==> config.mk <==
export PLATFORM = sky130hd
export DESIGN_NAME = uart_rx_cmd_ctrl
export DESIGN_NICKNAME = d
export VERILOG_FILES = /design/src/rtl/uart_ctrl_pkg.sv /design/src/rtl/uart_rx_cmd_ctrl_timeout.sv /design/src/rtl/uart_rx_cmd_ctrl.sv
export SDC_FILE = /design/constraint.sdc
export NUM_CORES = 1
export LEC_CHECK = 0
export ABC_AREA = 0
export CORE_MARGIN = 3
export CORE_UTILIZATION = 49
export CTS_CLUSTER_SIZE = 25
export DETAILED_ROUTE_END_ITERATION = 16
export PLACE_DENSITY = 0.85
export SLEW_MARGIN = 20
export SYNTH_ARGS = -nofsm -noshare
export SYNTH_HDL_FRONTEND = slang
export SYNTH_SLANG_ARGS = --single-unit
==> constraint.sdc <==
create_clock -name clk -period 4.4 [get_ports clk]
set_input_delay 1.1 -clock clk [delete_from_list [all_inputs] [get_ports clk]]
set_output_delay 1.1 -clock clk [all_outputs]
set_load 0.005 [all_outputs]
==> src/rtl/uart_ctrl_pkg.sv <==
// Shared definitions for the uart_rx command sequencer: opcode bytes,
// operand register addresses and the sequencer state encoding.
package uart_ctrl_pkg;

    localparam logic [7:0] CMD_WR      = 8'hAA;
    localparam logic [7:0] CMD_RD      = 8'hBB;
    localparam logic [7:0] CMD_ALU_OP  = 8'hCC;
    localparam logic [7:0] CMD_ALU_NOP = 8'hDD;

    localparam int OPA_ADDR = 0;
    localparam int OPB_ADDR = 1;

    typedef enum logic [3:0] {
        IDLE,
        WR_ADDR,
        WR_DATA,
        RD_ADDR,
        RD_WAIT,
        ALU_OPA,
        ALU_OPB,
        ALU_FUN,
        ALU_WAIT,
        TX_LO,
        TX_HI
    } ctrl_state_e;

    // States that are waiting for the next byte of a partially received frame.
    function automatic logic is_mid_frame(input ctrl_state_e s);
        return (s == WR_ADDR) || (s == WR_DATA) || (s == RD_ADDR) ||
               (s == ALU_OPA) || (s == ALU_OPB) || (s == ALU_FUN);
    endfunction

endpackage

==> src/rtl/uart_rx_cmd_ctrl_timeout.sv <==
// Inter-byte timeout counter for the command sequencer.
// Only built when CMD_TIMEOUT_EN is defined; the default build has no counter.
`ifdef CMD_TIMEOUT_EN
module cmd_timeout_timer #(
    parameter int TIMEOUT_CYCLES = 4096
) (
    input  logic clk,
    input  logic reset_n,
    input  logic load,
    input  logic run,
    output logic expired
);

    localparam int CNT_W = (TIMEOUT_CYCLES > 2) ? $clog2(TIMEOUT_CYCLES) : 1;
    localparam logic [CNT_W-1:0] LAST = CNT_W'(TIMEOUT_CYCLES - 1);

    logic [CNT_W-1:0] count;

    assign expired = run && (count == LAST);

    // Restart on every byte or whenever no frame is in progress; otherwise count up to the limit.
    always_ff @(posedge clk) begin
        if (!reset_n) begin
            count <= '0;
        end else if (load || !run) begin
            count <= '0;
        end else if (!expired) begin
            count <= count + 1'b1;
        end
    end

endmodule
`endif

==> src/rtl/uart_rx_cmd_ctrl.sv <==
// Command sequencer downstream of uart_rx: parses framed byte commands into
// register-file writes/reads and ALU operations, and returns read data / ALU
// results as bytes on a valid/ready handshake toward the TX path.
// Optional inter-byte timeout: define CMD_TIMEOUT_EN.
module uart_rx_cmd_ctrl
    import uart_ctrl_pkg::*;
#(
    parameter int DATA_W         = 8,
    parameter int ADDR_W         = 4,
    parameter int TIMEOUT_CYCLES = 4096
) (
    input  logic                clk,
    input  logic                reset_n,
    input  logic [DATA_W-1:0]   rx_data,
    input  logic                rx_valid,
    output logic [ADDR_W-1:0]   rf_addr,
    output logic                rf_wr_en,
    output logic [DATA_W-1:0]   rf_wr_data,
    output logic                rf_rd_en,
    input  logic [DATA_W-1:0]   rf_rd_data,
    input  logic                rf_rd_valid,
    output logic                alu_en,
    output logic [3:0]          alu_fun,
    input  logic [2*DATA_W-1:0] alu_out,
    input  logic                alu_out_valid,
    output logic [DATA_W-1:0]   tx_data,
    output logic                tx_valid,
    input  logic                tx_ready,
    output logic                cmd_err
);

    ctrl_state_e state_q, state_d;

    logic [ADDR_W-1:0] rf_addr_d;
    logic              rf_wr_en_d;
    logic [DATA_W-1:0] rf_wr_data_d;
    logic              rf_rd_en_d;
    logic              alu_en_d;
    logic [3:0]        alu_fun_d;
    logic [DATA_W-1:0] tx_data_d;
    logic              tx_valid_d;
    logic              cmd_err_d;
    logic [DATA_W-1:0] hi_byte_q, hi_byte_d;
    logic              timeout_hit;

`ifdef CMD_TIMEOUT_EN
    logic in_frame;

    assign in_frame = is_mid_frame(state_q);

    cmd_timeout_timer #(
        .TIMEOUT_CYCLES (TIMEOUT_CYCLES)
    ) u_timeout (
        .clk     (clk),
        .reset_n (reset_n),
        .load    (rx_valid),
        .run     (in_frame),
        .expired (timeout_hit)
    );
`else
    assign timeout_hit = 1'b0;
`endif

    // Next-state and next-output decode; every output is then registered below.
    always_comb begin
        state_d      = state_q;
        rf_addr_d    = rf_addr;
        rf_wr_en_d   = 1'b0;
        rf_wr_data_d = rf_wr_data;
        rf_rd_en_d   = 1'b0;
        alu_en_d     = 1'b0;
        alu_fun_d    = alu_fun;
        tx_data_d    = tx_data;
        tx_valid_d   = tx_valid;
        cmd_err_d    = 1'b0;
        hi_byte_d    = hi_byte_q;

        case (state_q)
            IDLE: begin
                if (rx_valid) begin
                    if (rx_data == DATA_W'(CMD_WR))           state_d = WR_ADDR;
                    else if (rx_data == DATA_W'(CMD_RD))      state_d = RD_ADDR;
                    else if (rx_data == DATA_W'(CMD_ALU_OP))  state_d = ALU_OPA;
                    else if (rx_data == DATA_W'(CMD_ALU_NOP)) state_d = ALU_FUN;
                    else                                      cmd_err_d = 1'b1;
                end
            end
            WR_ADDR: begin
                if (rx_valid) begin
                    rf_addr_d = rx_data[ADDR_W-1:0];
                    state_d   = WR_DATA;
                end
            end
            WR_DATA: begin
                if (rx_valid) begin
                    rf_wr_en_d   = 1'b1;
                    rf_wr_data_d = rx_data;
                    state_d      = IDLE;
                end
            end
            RD_ADDR: begin
                if (rx_valid) begin
                    rf_addr_d  = rx_data[ADDR_W-1:0];
                    rf_rd_en_d = 1'b1;
                    state_d    = RD_WAIT;
                end
            end
            RD_WAIT: begin
                cmd_err_d = rx_valid;
                if (rf_rd_valid) begin
                    tx_data_d  = rf_rd_data;
                    tx_valid_d = 1'b1;
                    state_d    = TX_HI;
                end
            end
            ALU_OPA: begin
                if (rx_valid) begin
                    rf_addr_d    = ADDR_W'(OPA_ADDR);
                    rf_wr_en_d   = 1'b1;
                    rf_wr_data_d = rx_data;
                    state_d      = ALU_OPB;
                end
            end
            ALU_OPB: begin
                if (rx_valid) begin
                    rf_addr_d    = ADDR_W'(OPB_ADDR);
                    rf_wr_en_d   = 1'b1;
                    rf_wr_data_d = rx_data;
                    state_d      = ALU_FUN;
                end
            end
            ALU_FUN: begin
                if (rx_valid) begin
                    alu_en_d  = 1'b1;
                    alu_fun_d = rx_data[3:0];
                    state_d   = ALU_WAIT;
                end
            end
            ALU_WAIT: begin
                cmd_err_d = rx_valid;
                if (alu_out_valid) begin
                    tx_data_d  = alu_out[DATA_W-1:0];
                    hi_byte_d  = alu_out[2*DATA_W-1:DATA_W];
                    tx_valid_d = 1'b1;
                    state_d    = TX_LO;
                end
            end
            TX_LO: begin
                cmd_err_d = rx_valid;
                if (tx_ready) begin
                    tx_data_d = hi_byte_q;
                    state_d   = TX_HI;
                end
            end
            TX_HI: begin
                cmd_err_d = rx_valid;
                if (tx_ready) begin
                    tx_valid_d = 1'b0;
                    state_d    = IDLE;
                end
            end
            default: state_d = IDLE;
        endcase

        if (timeout_hit && !rx_valid) begin
            state_d   = IDLE;
            cmd_err_d = 1'b1;
        end
    end

    // State and output registers, all cleared by the synchronous reset.
    always_ff @(posedge clk) begin
        if (!reset_n) begin
            state_q    <= IDLE;
            rf_addr    <= '0;
            rf_wr_en   <= 1'b0;
            rf_wr_data <= '0;
            rf_rd_en   <= 1'b0;
            alu_en     <= 1'b0;
            alu_fun    <= '0;
            tx_data    <= '0;
            tx_valid   <= 1'b0;
            cmd_err    <= 1'b0;
            hi_byte_q  <= '0;
        end else begin
            state_q    <= state_d;
            rf_addr    <= rf_addr_d;
            rf_wr_en   <= rf_wr_en_d;
            rf_wr_data <= rf_wr_data_d;
            rf_rd_en   <= rf_rd_en_d;
            alu_en     <= alu_en_d;
            alu_fun    <= alu_fun_d;
            tx_data    <= tx_data_d;
            tx_valid   <= tx_valid_d;
            cmd_err    <= cmd_err_d;
            hi_byte_q  <= hi_byte_d;
        end
    end

endmodule
; ---- Word level (Yosys, flattened, before mapping)
; Index checks and enable logic that the tools add are counted.
[word_totals]
input_bits = 38
rom_bits = 0
ram_bits = 0
wordCells = 89
n_memories = 0
ff_bits = 41
latchBits = 0
[classes]
shifts = 0
n_mux = 34
eq_ne = 27
multipliers = 0
bitwise = 0
reduce_logical = 17
div_mod_pow = 0
addsub = 0
order_cmp = 0
[ops]
columns = cell, n
row1 = 4-bit 2-to-1 mux, 17
row2 = 4-bit case mux with 11 select lines, 1
row3 = 8-bit == test (second input constant), 4
row4 = 8-bit 2-to-1 mux, 3
row5 = 8-bit case mux with 3 select lines, 1
row6 = 2-bit != test (second input constant), 11
row7 = 4-bit by 3-bit == test with 1-bit output (second input constant), 4
row8 = 4-bit == test (second input constant), 3
row9 = 4-bit case mux with 3 select lines, 1
row10 = 12-bit AND reduction, 1
row11 = 2-bit AND reduction, 6
row12 = 4-bit AND reduction, 3
row13 = 1-bit 2-to-1 mux, 9
row14 = 3-bit nonzero test, 3
row15 = 4-bit by 2-bit == test with 1-bit output (second input constant), 2
row16 = 5-bit != test (second input constant), 1
row17 = 4-bit by 1-bit == test with 1-bit output (second input constant), 1
row18 = 4-bit zero test, 1
row19 = 4-bit OR reduction, 1
row20 = 1-bit case mux with 3 select lines, 1
row21 = 3-bit OR reduction, 1
row22 = 2-bit by 1-bit != test with 1-bit output (second input constant), 1
row23 = 1-bit case mux with 2 select lines, 1
row24 = 2-bit OR reduction, 1

; ---- Depth between registers and ports, before layout
[depth]
depth_word = 7
ltp_mapped = 8

; ---- Least setup slack after synthesis
; No wires, ideal clock.
[synth_path]
kind = input port to flip-flop
from = in alu_out_valid
to = reg state_q[0]
setup_ns = 0.070
n_path_buf = 1
path_stages = 6
arrival_ns = 2.317
slack_ns = 2.014
required_time_ns = 4.330
path_cell_list = buf_4 > nor3b_2 > o21ai_1 > o2111ai_2 > or4b_1 > a21oi_1
[synth_via]
elab_chain_cells = 2
[synth_lines]
columns = element, line_no
row1 = "start, declared", uart_rx_cmd_ctrl.sv:25  ; input logic alu_out_valid,
row2 = 2-bit != test (no source line), -
row3 = 12-bit AND reduction (no source line), -
row4 = "end signal, assigned", uart_rx_cmd_ctrl.sv:186  ; state_q <= state_d;
row5 = "end, declared", uart_rx_cmd_ctrl.sv:32  ; ctrl_state_e state_q, state_d;
; No other way between the ends.
; A chain may end at the register's enable or synchronous reset.

; ---- Final worst setup path
[layout_path]
from = in alu_out_valid
to = reg tx_data[1]
[layout_via]
elab_chain_cells = 2
[layout_lines]
columns = element, line_no
row1 = 2-bit != test (no source line), -
row2 = 4-bit AND reduction (no source line), -
row3 = "end signal, assigned", uart_rx_cmd_ctrl.sv:193  ; tx_data <= tx_data_d;
row4 = "end, declared", uart_rx_cmd_ctrl.sv:26  ; output logic [DATA_W-1:0] tx_data,
; No other way between the ends.

==> flow_metrics.env <==
export IMPL_fin_setup_tns_ns=0
export IMPL_rrSetupSlack_ns=1.84
export IMPL_p_int_mw=0.821
export IMPL_yosysWarnings=0
export IMPL_max_freq_mhz=350
export IMPL_status="complete, no violations"
export IMPL_pwr_share_clk_pct=26.6
export IMPL_drive_above_1_share_pct=5.19
export IMPL_whs_ns=0.456
export IMPL_dr_pass1_iters=4
export IMPL_maxSlewViolCount=0
export IMPL_reg2reg_depth=4
export IMPL_ys_flop_type="dfxtp_1"
export IMPL_cts_made_buffers=5
export IMPL_diodes=0
export IMPL_h_tree_depth=2
export IMPL_r2r_start="state_q[0]"
export IMPL_clock_skew_final_ns=0.00774
export IMPL_yosysMostFrequentCell="dfxtp_1"
export IMPL_power_frac_seq_pct=41.1
export IMPL_synth_seq_area_share_pct=41.1
export IMPL_synth_seq_cells=41
export IMPL_crit_fanout=10
export IMPL_gr_usage_all_layers_pct=21.8
export IMPL_clock_sinks=41
export IMPL_gp_congestion=0.848
export IMPL_cts_root_buf="clkbuf_8"
export IMPL_synth_distinct_cells=47
export IMPL_maxCapViolCount=0
export IMPL_synth_mux_area_fraction_pct=10.5
export IMPL_hp_class="reg2reg"
export IMPL_path_depth=6
export IMPL_synth_compound_area_share_pct=16.4
export IMPL_viasPerCell=5.56
export IMPL_netlist_instances=230
export IMPL_synthTopCellsByArea="dfxtp_1 41%, mux2i_1 11%, nor2_1 7.0%"
export IMPL_pwr_share_comb_pct=32.3
export IMPL_crit_buf_inv=1
export IMPL_crit_slowest_cell="clkdlybuf4s50_1"
export IMPL_grt_pass1_wl_um=8680
export IMPL_synth_xor_xnor_area_share_pct=1.31
export IMPL_cp_required_ns=4.56
export IMPL_die_x_um=69.9
export IMPL_total_power_mw=1.18
export IMPL_power_leakage_nw=1.03
export IMPL_via_count=1874
export IMPL_rows=22
export IMPL_synth_adder_area_share_pct=0
export IMPL_postCtsHoldBufs=0
export IMPL_slowest_delay_ns=0.70
export IMPL_synth_commonest_cells="41 x dfxtp_1, 37 x nor2_1, 25 x nand2_1"
export IMPL_cp_start_kind="input pin"
export IMPL_synth_avg_cell_area_um2=8.69
export IMPL_synth_top_family_by_area="simple AND/OR/NAND/NOR gates"
export IMPL_crit_chain="clkdlybuf4s50_1 > nor3b_2 > o21ai_1 > o211ai_1 > mux2i_1 > nor2_1"
export IMPL_hold_violations=0
export IMPL_grt_pass1_vias=1855
export IMPL_synth_edf_count=0
export IMPL_grt_max_degree=38
export IMPL_min_period_over_period_pct=65.0
export IMPL_grt_met1_usage_pct=27.4
export IMPL_critical_path_class="in2reg"
export IMPL_post_cts_buffers=0
export IMPL_gr_usage_met3_pct=6.33
export IMPL_yosysTopAreaCellShare_pct=41.1
export IMPL_avgRoutedWirePerCell_um=14.8
export IMPL_cts_resized=0
export IMPL_drc=0
export IMPL_async_reset_ff_share_pct=0
export IMPL_r2r_end="tx_data[1]"
export IMPL_clockBufferDepth=2
export IMPL_regArea_um2=821
export IMPL_relSlewSlack_pct=25.4
export IMPL_tightest_slew_ns=1.11
export IMPL_power_per_cell_area_nw_per_um2=430
export IMPL_gr_max_usage_layer="met2"
export IMPL_wl_um=4970
export IMPL_drt_iter0_drc=189
export IMPL_grt_ovfl_total=0
export IMPL_dieArea_um2=4880
export IMPL_dpl_hpwl_um=3550
export IMPL_worstPathArrival_ns=3.02
export IMPL_syn_area_um2=2000
export IMPL_gr_usage_met2_pct=35.7
export IMPL_port_buffers=66
export IMPL_synthSimpleGateAreaFrac_pct=25.5
export IMPL_synth_fp_nets=268
export IMPL_ir_drop_mv=0.252
export IMPL_fp_dieH_um=69.9
export IMPL_multi_input_area_um2=1070
export IMPL_utilization_pct=72.4
export IMPL_clock_latency_ns=0.30
export IMPL_cp_top_family="compound AO/OA/AOI/OAI gates"
export IMPL_coreArea_um2=3800
export IMPL_layout_nets=326
export IMPL_ant_nets=0
export IMPL_ios=67
export IMPL_synth_top_cell_by_area="dfxtp_1"
export IMPL_setup_viol_count_final=0
export IMPL_initial_utilization_pct=52.6
export IMPL_layout_min_cycle_time_ns=2.86
export IMPL_syn_to_final_growth_pct=37.7
export IMPL_clk_pin_slew_worst_paths_ns=0.07
export IMPL_fillCellCount=303
export IMPL_rsz0062_at_grt="no"
export IMPL_netSwitchingPower_mw=0.362
export IMPL_crit_path_end="tx_data[1]"
export IMPL_antenna_found_initial=0
export IMPL_worst_setup_path_end_kind="flop"
export IMPL_cts_tree="done"
export IMPL_switching_share_pct=30.6
export IMPL_worstSetupStartpoint="alu_out_valid"
how the worst min path moves through the flow:
stage | from | endpoint | slack (ns) | cells past startpoint
detailed placement | rf_addr[3] | rf_addr[3] | 0.45 | 2
global route | hi_byte_q[6] | hi_byte_q[6] | 0.49 | 2
finish | rf_addr[3] | rf_addr[3] | 0.46 | 2
global placement | rf_addr[3] | rf_addr[3] | 0.44 | 2
floorplan | hi_byte_q[0] | hi_byte_q[0] | 0.44 | 2
CTS | rf_addr[3] | rf_addr[3] | 0.46 | 2
registers in the layout (all words and copies together) (netlist names):
| register | flops |
|---|---|
| state_q | 4 |
| hi_byte_q | 8 |
| rf_addr | 4 |
| tx_valid | 1 |
| tx_data | 8 |
| cmd_err | 1 |
| alu_fun | 4 |
| rf_rd_en | 1 |
| rf_wr_en | 1 |
| alu_en | 1 |
| rf_wr_data | 8 |
power groups by stage:
stage	Sequential [mW]	Clock (mW)	Combinational [mW]
2_1_floorplan	0.459	0	0.272
3_3_place_gp	0.491	0	0.376
3_5_place_dp	0.492	0	0.383
4_1_cts	0.485	0.317	0.384
5_1_grt	0.497	0.336	0.422
6_report	0.486	0.314	0.383
worst reg2reg max path: stages, from the launching register on:
cell and delay, ns:
dfxtp_1 1.00, a21oi_1 0.14, o211ai_1 0.93, mux2i_1 0.29
nor2_1 0.07
per-layer routing:
metal / vias up / wire [um]
met5: - / 0
met4: 0 / 97
met3: 9 / 314
met2: 61 / 2490
met1: 870 / 2070
li1: 934 / -
logic make-up (layout without fill, tap and decap cells):
family	after synthesis	count (layout)
AOI/OAI and AO/OA	47	47
xor gates and xnor gates	3	3
buffers and inverters	19	78
DFF	41	41
muxes	21	21
and+or+nand+nor	99	99
area by class of cell:
class                           instances  share of cell area (%)
Multi-Input combinational cell        170                    39.1
Inverter                                3                   0.409
Clock buffer                            7                    3.14
Timing Repair Buffer                   67                    24.3
Tap cell                               48                    2.18
Clock inverter                          1                    1.09
Sequential cell                        41                    29.8
cells in the final DEF (no fill, tap or decap), types with 3 or more instances in the layout:
| cell type | Yosys | final |
|---|---|---|
| clkbuf_8 | 0 | 6 |
| mux2i_1 | 21 | 21 |
| nand2_1 | 25 | 25 |
| nand3_1 | 8 | 8 |
| clkdlybuf4s50_1 | 0 | 66 |
| o21ai_0 | 4 | 4 |
| nand2b_1 | 3 | 3 |
| nor2_1 | 37 | 37 |
| xnor2_1 | 3 | 3 |
| dfxtp_1 | 41 | 41 |
| a21oi_1 | 18 | 18 |
| a221o_1 | 8 | 8 |
| or3b_1 | 5 | 5 |
stage by stage:
step / setup WS, ns / instance area (um^2) / instances
2_1_floorplan: 2.01 / 2000 / 230
3_3_place_gp: 1.30 / 2640 / 329
3_5_place_dp: 1.23 / 2640 / 329
4_1_cts: 1.54 / 2750 / 337
5_1_grt: 1.41 / 2750 / 337
6_report: 1.54 / 2750 / 337
Note: power is estimated with default switching activity, not from simulation.
